--- src/rtl/class_decide_pkg.sv ---
`default_nettype none
// +----------------------------------------------------------------------+
// | class_decide_pkg                                                     |
// | Shared state type, class encodings and limits for class_decide.      |
// | Revision: 1.0                                                        |
// +----------------------------------------------------------------------+
package class_decide_pkg;

  typedef enum logic [2:0] {
    ST_IDLE   = 3'd0,
    ST_WINDOW = 3'd1,
    ST_SETTLE = 3'd2,
    ST_DECIDE = 3'd3,
    ST_OUT    = 3'd4
  } state_t;

  localparam logic [1:0] CLS_NONE = 2'b00;
  localparam logic [1:0] CLS_N1   = 2'b01;
  localparam logic [1:0] CLS_N2   = 2'b10;
  localparam logic [1:0] CLS_TIE  = 2'b11;

  localparam int WINDOW_LEN_MAX = 14;
  localparam int POT_W          = 3;

  function automatic logic [1:0] classify(input logic [POT_W-1:0] c1,
                                          input logic [POT_W-1:0] c2);
    logic [1:0] r;
    if (c1 > c2)               r = CLS_N1;
    else if (c2 > c1)          r = CLS_N2;
    else if (c1 == '0)         r = CLS_NONE;
    else                       r = CLS_TIE;
    return r;
  endfunction

endpackage
`default_nettype wire

--- src/rtl/class_decide_cmp.sv ---
`default_nettype none
// +----------------------------------------------------------------------+
// | class_cmp                                                            |
// | Modular per-window deltas and winner classification (combinational). |
// | Revision: 1.0                                                        |
// +----------------------------------------------------------------------+
module class_cmp
  import class_decide_pkg::*;
(
  input  logic [POT_W-1:0] pot1_i,
  input  logic [POT_W-1:0] pot2_i,
  input  logic [POT_W-1:0] base1_i,
  input  logic [POT_W-1:0] base2_i,
  output logic [POT_W-1:0] delta1_o,
  output logic [POT_W-1:0] delta2_o,
  output logic [1:0]       class_id_o
);

  // Window length bounds edges to 7, so the wrapped difference is exact.
  always_comb begin
    delta1_o   = pot1_i - base1_i;
    delta2_o   = pot2_i - base2_i;
    class_id_o = classify(delta1_o, delta2_o);
  end

endmodule
`default_nettype wire

--- src/rtl/class_decide.sv ---
`default_nettype none
// +----------------------------------------------------------------------+
// | class_decide                                                         |
// | Gates the output-neuron counters for one window and picks a winner.  |
// | Revision: 1.0                                                        |
// +----------------------------------------------------------------------+
module class_decide
  import class_decide_pkg::*;
#(
  parameter int WINDOW_LEN = 14,
  parameter int SETTLE_CYC = 2
) (
  input  logic             clk,
  input  logic             rst_n,
  input  logic             start,
  input  logic             abort,
  input  logic [POT_W-1:0] potential1_s,
  input  logic [POT_W-1:0] potential2_s,
  output logic             en_s,
  output logic             busy,
  output logic             class_valid,
  input  logic             class_ready,
  output logic [1:0]       class_id,
  output logic [POT_W-1:0] count1,
  output logic [POT_W-1:0] count2
);

  localparam int WIN_W = $clog2(WINDOW_LEN_MAX);
  localparam int SET_W = $clog2(SETTLE_CYC);
  localparam int CNT_W = (SET_W > WIN_W) ? SET_W : WIN_W;

  localparam logic [CNT_W-1:0] WIN_LOAD = CNT_W'(WINDOW_LEN - 1);
  localparam logic [CNT_W-1:0] SET_LOAD = CNT_W'(SETTLE_CYC - 1);

  state_t            state_q, state_d;
  logic [CNT_W-1:0]  cnt_q, cnt_d;
  logic [POT_W-1:0]  base1_q, base1_d;
  logic [POT_W-1:0]  base2_q, base2_d;
  logic [POT_W-1:0]  count1_q, count2_q;
  logic [1:0]        class_id_q;
  logic              en_s_q, en_s_d;
  logic              load_result;

  logic [POT_W-1:0]  delta1, delta2;
  logic [1:0]        cmp_id;

  class_cmp u_cmp (
    .pot1_i     (potential1_s),
    .pot2_i     (potential2_s),
    .base1_i    (base1_q),
    .base2_i    (base2_q),
    .delta1_o   (delta1),
    .delta2_o   (delta2),
    .class_id_o (cmp_id)
  );

  always_comb begin
    state_d     = state_q;
    cnt_d       = cnt_q;
    base1_d     = base1_q;
    base2_d     = base2_q;
    en_s_d      = 1'b0;
    load_result = 1'b0;

    unique case (state_q)
      ST_IDLE: begin
        if (start) begin
          base1_d = potential1_s;
          base2_d = potential2_s;
          cnt_d   = WIN_LOAD;
          en_s_d  = 1'b1;
          state_d = ST_WINDOW;
        end
      end
      ST_WINDOW: begin
        if (cnt_q == '0) begin
          cnt_d   = SET_LOAD;
          state_d = ST_SETTLE;
        end else begin
          cnt_d  = cnt_q - CNT_W'(1);
          en_s_d = 1'b1;
        end
      end
      ST_SETTLE: begin
        if (cnt_q == '0) begin
          state_d = ST_DECIDE;
        end else begin
          cnt_d = cnt_q - CNT_W'(1);
        end
      end
      ST_DECIDE: begin
        load_result = 1'b1;
        state_d     = ST_OUT;
      end
      ST_OUT: begin
        if (class_ready) begin
          state_d = ST_IDLE;
        end
      end
      default: begin
        state_d = ST_IDLE;
        cnt_d   = '0;
      end
    endcase

    // Cancel wins over every other request; results from earlier runs stay visible.
    if (abort) begin
      state_d     = ST_IDLE;
      cnt_d       = '0;
      en_s_d      = 1'b0;
      load_result = 1'b0;
      base1_d     = base1_q;
      base2_d     = base2_q;
    end
  end

  always_ff @(posedge clk or negedge rst_n) begin
    if (!rst_n) begin
      state_q    <= ST_IDLE;
      cnt_q      <= '0;
      base1_q    <= '0;
      base2_q    <= '0;
      en_s_q     <= 1'b0;
      count1_q   <= '0;
      count2_q   <= '0;
      class_id_q <= CLS_NONE;
    end else begin
      state_q <= state_d;
      cnt_q   <= cnt_d;
      base1_q <= base1_d;
      base2_q <= base2_d;
      en_s_q  <= en_s_d;
      if (load_result) begin
        count1_q   <= delta1;
        count2_q   <= delta2;
        class_id_q <= cmp_id;
      end
    end
  end

  assign en_s        = en_s_q;
  assign busy        = (state_q != ST_IDLE);
  assign class_valid = (state_q == ST_OUT);
  assign class_id    = class_id_q;
  assign count1      = count1_q;
  assign count2      = count2_q;

endmodule
`default_nettype wire

--- config.mk ---
export PLATFORM = sky130hd
export DESIGN_NAME = class_decide
export DESIGN_NICKNAME = d
export VERILOG_FILES = /design/src/rtl/class_decide_pkg.sv /design/src/rtl/class_decide_cmp.sv /design/src/rtl/class_decide.sv
export SDC_FILE = /design/constraint.sdc
export NUM_CORES = 1
export LEC_CHECK = 0
export BUFFER_PORTS_ARGS = -buffer_cell sky130_fd_sc_hd__buf_2
export CORE_MARGIN = 2
export CORE_UTILIZATION = 49
export DETAILED_ROUTE_END_ITERATION = 8
export MAX_ROUTING_LAYER = met4
export PLACE_DENSITY = 0.74
export SYNTH_ARGS = -nofsm -noshare
export SYNTH_HDL_FRONTEND = slang
export SYNTH_SLANG_ARGS = --single-unit
--- constraint.sdc ---
create_clock -name clk -period 2.3 [get_ports clk]
set_clock_uncertainty 0.05 [all_clocks]
set_input_delay 0.46 -clock clk [delete_from_list [all_inputs] [get_ports clk]]
set_output_delay 0.46 -clock clk [all_outputs]
set_load 0.02 [all_outputs]
==> impl_metrics.yaml <==
run_status:
  outcome: "finished clean"
min_path:
  min_path_type: "input port to async pin"
synth:
  synthCells: 121
  ys_seq_area_share_pct: 43.82
  synth_cell_types: 39
  ys.flop_type: "dfrtp_1"
  ys_async_sr_fraction_pct: 100.0
  synthesis.nets: 141
  syn_area_sq_um: 1256
  ys_warn_count: 0
  synth_edf_count: 0
  synth.avg_cell_area_sq_um: 10.38
  ys_seq_elements: 22
worst_setup_path:
  cp_max_fo: 2
  critical_path_buf_inv_count: 1
  reg2regPathDepth: 9
  arrival_ns: 2.36
  crit_path_end_kind: "register"
  start_kind: "register"
  cp.depth: 9
  cpPeakStageDelay_ns: 0.37
  critPathTopFamily: "adder cells"
  cp_common_cell: "ha_1"
  path_class: "register to register"
  path_cells: "ha_1, inv_1, fa_2, xor2_1, xnor2_1, ha_1, nand3_1, or2_2, a22o_1"
  worstPathRequired_ns: 2.47
  cp_slowest_cell: "dfrtp_1"
cells_and_area:
  stdcell_area_sq_um: 1453
  areaGrowthSynthToFinish_pct: 15.64
  fillers: 221
  final_common_cell: "dfrtp_1"
  layout_common_cells: "dfrtp_1 (22), buf_2 (21), inv_1 (15)"
  fin_util_pct: 59.17
  layout-drive-gt1-share_pct: 27.59
  num-nets-final: 166
  antenna_cells: 0
run:
  maxCapViolations: 0
placement:
  dp_hpwl_um: 1754
  pre_cts_slack_ns: -0.2136
  gp_congestion: 0.8287
  place_area_sq_um: 1390
  port_buffers: 21
die:
  die_area_sq_um: 2984
  rows: 18
  ios: 22
  core_area_sq_um: 2455
  die_h_um: 54.63
  start_util_pct: 51.17
  fp.dieW_um: 54.63
clocking:
  h-tree-depth: 1
  worstSkewPairLatency_ns: 0.31
  clock-sinks: 22
  cts_hold_buf: 0
  cts_tree: "yes"
  cts_buffers: 3
  clk_path_buf_depth: 2
  path_clk_slew_ns: 0.14
  cts_root_buf: "clkbuf_4"
sta:
  tightest_slew_ns: 0.4897
  finalMaxSlewViolations: 0
  finalHoldViolCount: 0
  clock.fmax_mhz: 456.6
  worst_slack_ns: 0.1100
  relSlewSlack_pct: 67.26
  min_period_ns: 2.190
  whs_ns: 0.03430
  fin_crit_sh_pct: 95.22
  setup_viol: 0
  rsz0062_at_grt: "false"
global_route:
  grt_pass1_vias: 877
  grt_pass1_wl_um: 3960
  grt_max_degree: 23
  track_usage_pct: 18.94
  grt_remaining_overflow: 0
  antenna_found_initial: 0
power:
  power.leakage_nw: 0.7265
  vdd_drop_max_v: 0.0006154
  fin_total_pwr_mw: 1.515
  powerDensity_nw_per_um2: 1043
route:
  wl_um: 2289
  antenna_left: 0
  drc: 0
  viasPerCell: 5.320
  wl_per_cell_um: 13.08
  vias: 931
  firstDrtPassIters: 5
  drtIter0Drc: 29
-- final timing paths --
path / start / to / slack, ns
max: base2_q[0] / class_id[1] / 0.11
min: rst_n / base1_q[2] / 0.03
max reg2reg: base2_q[0] / class_id[1] / 0.11
min reg2reg: count2[0] / count2[0] / 0.45
max in group asynchronous: rst_n / cnt_q[2] / 1.81
min in group clk: class_ready / state_q[2] / 0.28
-- metrics by stage --
stage	setup TNS, ns	instances
2_1_floorplan	0	121
3_3_place_gp	-0.1422	170
3_5_place_dp	-0.2377	170
4_1_cts	0	174
5_1_grt	0	175
6_report	0	175
-- logic make-up after synthesis --
| kind of cell | share of synthesized area [%] |
|---|---|
| AO/OA/AOI/OAI | 15.14 |
| XOR/XNOR | 3.885 |
| adder cells (fa/ha/maj) | 11.06 |
| buffers and inverters | 5.776 |
| flip-flops | 43.82 |
| multiplexers | 5.378 |
| AND/OR/NAND/NOR | 14.94 |
-- where the power goes --
group	internal, mW	switching [mW]	total (mW)
combinational	0.292	0.338	0.630
clock	0.176	0.121	0.297
sequential	0.501	0.0875	0.588
total	0.969	0.546	1.52
-- worst register-to-register path, stage by stage, from the launching register on --
cell and delay [ns]:
dfrtp_1 0.37, ha_1 0.15, inv_1 0.05, fa_2 0.33, xor2_1 0.15, xnor2_1 0.14
ha_1 0.30, nand3_1 0.08, or2_2 0.27, a22o_1 0.19
-- synth_stat cells (2+ instances only) --
library cell | instances | area share [%]
a2bb2oi_1 | 2 | 1.4
nand3_1 | 5 | 2.0
xor2_1 | 2 | 1.4
or3_1 | 2 | 1.0
o21ai_0 | 8 | 3.2
mux2_2 | 6 | 5.4
inv_1 | 15 | 4.5
fa_1 | 2 | 3.2
a211oi_1 | 2 | 1.2
nand2b_1 | 2 | 1.0
nor2_1 | 5 | 1.5
nand2_1 | 13 | 3.9
dfrtp_1 | 22 | 44
ha_1 | 7 | 7.0
a21oi_1 | 2 | 0.80
nor3_1 | 2 | 0.80
o2bb2ai_1 | 2 | 1.4
-- sequential cells by signal, summed over array words and instances, names as in the netlist --
signal,cells
base2_q,3
class_id,2
state_q,3
count1,3
count2,3
cnt_q,4
base1_q,3
en_s,1
-- layout make-up --
class / instances / area (sq um) / area share (%)
well taps: 30 / 37.54 / 2.584
flip-flops and latches: 22 / 550.5 / 37.90
multi-input cells: 81 / 635.6 / 43.76
clock inverters: 1 / 30.03 / 2.067
repair buffers: 23 / 120.1 / 8.269
clock buffers: 3 / 22.52 / 1.550
inverters: 15 / 56.30 / 3.876
-- routing by layer --
metal	share of wire (%)	track usage (%)	vias up	routed length (um)
met5	0	-	-	0
met4	0.66	5.000	0	15
met3	5.2	2.459	2	118
met2	44	28.77	26	1001
met1	50	26.66	434	1153
li1	-	-	469	-
-- timing repair --
| action | in CTS | in global routing |
|---|---|---|
| endpoints found under the setup margin | 0 | 1 |
| endpoints found under the hold margin | 0 | 0 |
| setup buffers | 0 | 1 |
| gates resized for setup | 0 | 1 |
No activity file was read; power rests on OpenSTA's default activity.
